## src/rtl/mem_port_arbiter.sv

```systemverilog
// mem_port_arbiter: shares one req/ack memory between fetch and data ports with data priority
// and a fetch anti-starvation limit.
module mem_port_arbiter #(
  parameter int ADDR_W       = 32,
  parameter int DATA_W       = 32,
  parameter int STARVE_LIMIT = 4
) (
  input  logic              clock,
  input  logic              reset_n,
  input  logic              if_req,
  input  logic [ADDR_W-1:0] if_addr,
  output logic [DATA_W-1:0] if_rdata,
  output logic              if_done,
  output logic              stall_f,
  input  logic              dm_req,
  input  logic              dm_we,
  input  logic [ADDR_W-1:0] dm_addr,
  input  logic [DATA_W-1:0] dm_wdata,
  output logic [DATA_W-1:0] dm_rdata,
  output logic              dm_done,
  output logic              stall_m,
  output logic              mem_req,
  output logic              mem_we,
  output logic [ADDR_W-1:0] mem_addr,
  output logic [DATA_W-1:0] mem_wdata,
  input  logic [DATA_W-1:0] mem_rdata,
  input  logic              mem_ack,
  output logic              grant_d
);
  typedef enum logic [1:0] {IDLE, BUSY_I, BUSY_D, RESP} state_t;
  localparam logic [3:0] LIMIT = 4'(STARVE_LIMIT);
  state_t              state_q, state_d;
  logic                mem_req_q, mem_req_d, mem_we_q, mem_we_d;
  logic [ADDR_W-1:0]   mem_addr_q, mem_addr_d;
  logic [DATA_W-1:0]   mem_wdata_q, mem_wdata_d, if_rdata_q, if_rdata_d, dm_rdata_q, dm_rdata_d;
  logic                if_done_q, if_done_d, dm_done_q, dm_done_d, grant_d_q, grant_d_d;
  logic [3:0]          starve_q, starve_d;
  logic                fetch_win;
  assign fetch_win = if_req & (~dm_req | (starve_q == LIMIT));
  always_comb begin
    state_d     = state_q;
    mem_req_d   = mem_req_q;
    mem_we_d    = mem_we_q;
    mem_addr_d  = mem_addr_q;
    mem_wdata_d = mem_wdata_q;
    if_rdata_d  = if_rdata_q;
    dm_rdata_d  = dm_rdata_q;
    if_done_d   = 1'b0;
    dm_done_d   = 1'b0;
    grant_d_d   = grant_d_q;
    starve_d    = starve_q;
    case (state_q)
      IDLE: if (if_req | dm_req) begin
        mem_req_d = 1'b1;
        grant_d_d = ~fetch_win;
        if (fetch_win) begin
          state_d    = BUSY_I;
          mem_we_d   = 1'b0;
          mem_addr_d = if_addr;
          starve_d   = 4'd0;
        end else begin
          state_d     = BUSY_D;
          mem_we_d    = dm_we;
          mem_addr_d  = dm_addr;
          mem_wdata_d = dm_wdata;
          // fetch wins once the count reaches LIMIT, so the increment saturates there
          starve_d    = if_req ? starve_q + 4'd1 : 4'd0;
        end
      end
      BUSY_I: if (mem_ack) begin
        state_d    = RESP;
        mem_req_d  = 1'b0;
        mem_we_d   = 1'b0;
        if_rdata_d = mem_rdata;
        if_done_d  = 1'b1;
      end
      BUSY_D: if (mem_ack) begin
        state_d    = RESP;
        mem_req_d  = 1'b0;
        mem_we_d   = 1'b0;
        dm_rdata_d = mem_we_q ? dm_rdata_q : mem_rdata;
        dm_done_d  = 1'b1;
      end
      default: state_d = IDLE;
    endcase
  end
  always_ff @(posedge clock or negedge reset_n) begin
    if (!reset_n) begin
      state_q     <= IDLE;
      mem_req_q   <= 1'b0;
      mem_we_q    <= 1'b0;
      mem_addr_q  <= '0;
      mem_wdata_q <= '0;
      if_rdata_q  <= '0;
      dm_rdata_q  <= '0;
      if_done_q   <= 1'b0;
      dm_done_q   <= 1'b0;
      grant_d_q   <= 1'b0;
      starve_q    <= 4'd0;
    end else begin
      state_q     <= state_d;
      mem_req_q   <= mem_req_d;
      mem_we_q    <= mem_we_d;
      mem_addr_q  <= mem_addr_d;
      mem_wdata_q <= mem_wdata_d;
      if_rdata_q  <= if_rdata_d;
      dm_rdata_q  <= dm_rdata_d;
      if_done_q   <= if_done_d;
      dm_done_q   <= dm_done_d;
      grant_d_q   <= grant_d_d;
      starve_q    <= starve_d;
    end
  end
  assign mem_req   = mem_req_q;
  assign mem_we    = mem_we_q;
  assign mem_addr  = mem_addr_q;
  assign mem_wdata = mem_wdata_q;
  assign if_rdata  = if_rdata_q;
  assign dm_rdata  = dm_rdata_q;
  assign if_done   = if_done_q;
  assign dm_done   = dm_done_q;
  assign grant_d   = grant_d_q;
  assign stall_f   = if_req & ~if_done_q;
  assign stall_m   = dm_req & ~dm_done_q;
endmodule

```

## config.mk

```make
export PLATFORM = sky130hd
export DESIGN_NAME = mem_port_arbiter
export DESIGN_NICKNAME = d
export VERILOG_FILES = /design/src/rtl/mem_port_arbiter.sv
export SDC_FILE = /design/constraint.sdc
export NUM_CORES = 1
export LEC_CHECK = 0
export CORE_UTILIZATION = 42
export CTS_CLUSTER_SIZE = 30
export DETAILED_ROUTE_END_ITERATION = 8
export PLACE_DENSITY = 0.81
export SLEW_MARGIN = 20
export SYNTH_ARGS = -nofsm -noshare
export SYNTH_HDL_FRONTEND = slang
export SYNTH_SLANG_ARGS = --single-unit
```

## constraint.sdc

```tcl
create_clock -name clock -period 2 [get_ports clock]
set_input_delay 0.4 -clock clock [delete_from_list [all_inputs] [get_ports clock]]
set_output_delay 0.4 -clock clock [all_outputs]
set_load 0.01 [all_outputs]
```

==> impl_metrics.csv <==
group,metric,value,unit
outcome,outcome,"complete, no violations",
setup_path,cp_max_fo,2,
power_and_ir_drop,p_sw_share,31.1,%
timing,fin_crit,1980,ps
setup_path,cp.arrival,1580,ps
clocking,cts_tree,"done",
final_layout,layout-drive-gt1-share,20.8,%
placement,place_worst_setup_slack,-122,ps
global_route,antenna_found_initial,0,
placement,gp_congestion,0.773,
floorplan,initial_core_util,43.7,%
setup_path,worstSetupPathType,"input pin to output port",
floorplan,core_area,13500,sq um
route,postRouteAntennaNets,0,
clocking,path_clk_slew,50,ps
final_layout,fin_util,70.4,%
logic_synthesis,yosysTopAreaCell,"dfrtp_1",
global_route,met1_usage,25.6,%
floorplan,placementRows,42,
power_and_ir_drop,clkPwrFrac,19.8,%
timing,whs,483,ps
final_layout,nFillCells,962,
setup_path,reg2reg_slack,200,ps
setup_path,critPathLaunchType,"input pin",
power_and_ir_drop,power_leakage,4.03,nW
clocking,htree_levels,4,
route,wire_per_inst,18.1,um
setup_path,cp.buffers_inverters,2,
logic_synthesis,ys_ff_latch,139,
floorplan,ios,269,
timing,max_freq,0.506,GHz
route,vias,4717,
setup_path,required,1600,ps
setup_path,max_stage_delay,540,ps
route,dr.first_iter.drc_count,151,
floorplan,fp.dieArea,14500,sq um
setup_path,path_cells,"clkdlybuf4s50_1 > nor2b_1 > clkdlybuf4s50_1",
route,drt_drc_violations_left,0,
logic_synthesis,syn_inst,444,
run,drv_cap,0,
timing,drv_slew,0,
logic_synthesis,synth_warnings,0,
setup_path,crit_family,"buffers and inverters",
logic_synthesis,synthTopCellsByArea,"dfrtp_1 59%, mux2_2 13%, mux2_4 7.4%, o211ai_1 4.2%, nand2_1 4.1%",
global_route,grt_start_max_net_pins,51,
timing,worstMarginPinSlew,467,ps
final_layout,layout.nets,864,
timing,hold_viol_final,0,
floorplan,die_h,120,um
final_layout,regArea,3480,sq um
power_and_ir_drop,share_comb_of_total_power,47.1,%
route,via_per_inst,5.18,
timing,setup_ws,22.9,ps
timing,relSlewSlack,68.9,%
global_route,grt_pass1_vias,5078,
power_and_ir_drop,powerDensity,1590,nW/um^2
setup_path,worst_setup_path_end_kind,"output port",
final_layout,syn2layout_area_growth,61.0,%
final_layout,n_antenna_cell,0,
logic_synthesis,seq_area_frac_synth,59.1,%
clocking,clock-root-buffer,"clkbuf_16",
timing,finalCritPeriodShare,98.9,%
setup_path,cpMaxStageDelayCell,"clkdlybuf4s50_1",
clocking,clk_path_buf_depth,2,
global_route,use_met2,41.6,%
logic_synthesis,synth_area,5880,sq um
placement,io_buffers,268,
setup_path,r2r-end,"state_q[1]$_DFFE_PN0P_",
global_route,busiest_layer,"met2",
clocking,clk_latency,410,ps
power_and_ir_drop,p_switching,4.68,mW
floorplan,fp.dieW,120,um
logic_synthesis,yosysTopAreaCellShare,59.1,%
global_route,grt.overflow.total,0,
timing,clock_skew,8.73,ps
global_route,grt_util_all_layers,23.6,%
final_layout,multi_input_area,2220,sq um
global_route,use_met3,9.06,%
hold_path,min_path_type,"input pin to async pin",
power_and_ir_drop,pwr-share-seq,33.2,%
setup_path,reg2regPathDepth,6,
clocking,post-cts-setup-buffer-count,0,
clocking,cts_sinks,139,
route,drt-pass1-iter-count,4,
clocking,cts_buffers,17,
route,routed_wl,16.5,mm
setup_path,timing.rr.start,"state_q[0]$_DFFE_PN0P_",
power_and_ir_drop,p_int,10.3,mW
power_and_ir_drop,peakVddDrop,0.934,mV
placement,place_hpwl,12.2,mm
logic_synthesis,synthDistinctLibCells,34,
logic_synthesis,post_synth.cell_area_avg,13.3,sq um
setup_path,crit_top_cell,"clkdlybuf4s50_1",
timing,final-setup-viol-count,0,
power_and_ir_drop,power.total,15.0,mW
logic_synthesis,synth_nets,584,
global_route,grt_pass1_wl,26.2,mm
timing,rsz0062_at_grt,"no",
## power by group through the flow
stage / sequential [mW] / combinational [mW] / clock, mW
after floorplan: 5.55 / 2.63 / 0
after global placement: 4.91 / 6.89 / 0
after detailed placement: 5.01 / 7.09 / 0
after CTS: 4.99 / 7.14 / 3.04
after global routing: 5.14 / 7.54 / 3.17
final: 4.98 / 7.07 / 2.97
## metal layers
metal  vias up  routed length (um)
met5         -                   0
li1       2146                   -
met4         0                 490
met1      2335                6080
met2       201                8500
met3        35                1390
## synth_stat cells
cell type and instances:
mux2_4 29, and3_1 1, nor3b_1 3, nand4_1 32, nor2b_1 2, nor2_1 3
nand3_1 3, dfrtp_1 139, nand2b_1 2, o21a_1 1, and2_1 1, clkbuf_1 13
ha_1 6, buf_4 1, o211ai_1 33, buf_1 3, mux2_1 1, nor3_1 1
o31a_1 1, a21o_1 2, buf_6 4, o21ai_1 2, or2_2 1, mux2_2 68
a41o_1 1, a221oi_1 2, nand4b_4 1, buf_2 11, o31ai_1 1, and3b_1 1
inv_1 7, xnor2_1 1, a22o_1 2, nand2_1 65
## layout make-up
class / instances / area share, %
Tap cell: 176 / 2.32
Clock inverter: 7 / 0.991
Inverter: 7 / 0.277
Sequential cell: 139 / 36.7
Multi-Input combinational cell: 266 / 23.4
Clock buffer: 22 / 4.90
Timing Repair Buffer: 293 / 31.3
## worst reg2reg max path, delay by kind of cell, from the launching register on
kind,cells,cell delay (ps)
and+or+nand+nor,2,470
DFF,1,400
buffers and inverters,2,310
adders and majority gates,1,290
AOI/OAI and AO/OA,1,230
## sequential cells by signal (all words and copies together), names as in the netlist
register   cells
if_rdata      32
dm_rdata      32
starve_q       4
mem_addr      32
grant_d        1
mem_req        1
if_done        1
mem_wdata     32
state_q        2
mem_we         1
dm_done        1
## worst max-delay path by stage
stage	endpoint	depth (start not counted)	slack [ps]	startpoint
5_1_grt	stall_f	3	10	if_req
2_1_floorplan	mem_wdata[0]$_DFFE_PN0P_	7	330	starve_q[0]$_DFFE_PN0N_
3_3_place_gp	state_q[0]$_DFFE_PN0P_	7	-40	if_req
3_5_place_dp	state_q[1]$_DFFE_PN0P_	7	-120	if_req
4_1_cts	stall_f	3	20	if_req
6_report	stall_f	3	20	if_req
## cells in the final DEF, fill, tap and decap left out, types with 2 or more instances in the layout
master             n
bufinv_16          2
buf_4             16
nand4_1           32
buf_12             7
inv_1              7
nor3b_1            3
a21o_1             2
nand3_1            3
a22o_1             2
o211ai_1          33
nand2_1           65
clkbuf_8           2
buf_6              2
clkbuf_16         17
dfrtp_1          139
mux2_4            29
clkinv_2           2
nor2_1             3
nand2b_1           2
nor2b_1            2
ha_1               6
clkdlybuf4s50_1  266
clkinvlp_4         2
o21ai_2            2
clkbuf_1           3
mux2_2            68
a221oi_1           2
## cells by family after synthesis
kind of cell,Yosys count,share of synthesized area [%]
compound gates,45,5.81
buf+inv,39,3.30
xor+xnor,1,0.149
fa+ha+maj,6,1.28
mux,98,20.6
flops,139,59.1
simple gates,116,9.76
## metrics by stage
stage / setup TNS (ps) / instances / cell area, sq um
finish: 0 / 910 / 9470
global route: 0 / 910 / 9470
CTS: 0 / 910 / 9470
detailed placement: -631 / 880 / 8900
global placement: -157 / 880 / 8900
floorplan: 0 / 444 / 5880
## what timing repair did
| action | CTS | global route |
|---|---|---|
| setup endpoints to repair | 0 | 3 |
| endpoints found under the hold margin | 43 | 0 |
| hold buffers | 1 | 0 |
| resized for setup | 0 | 2 |
Note: power is estimated with default switching activity, not from simulation.
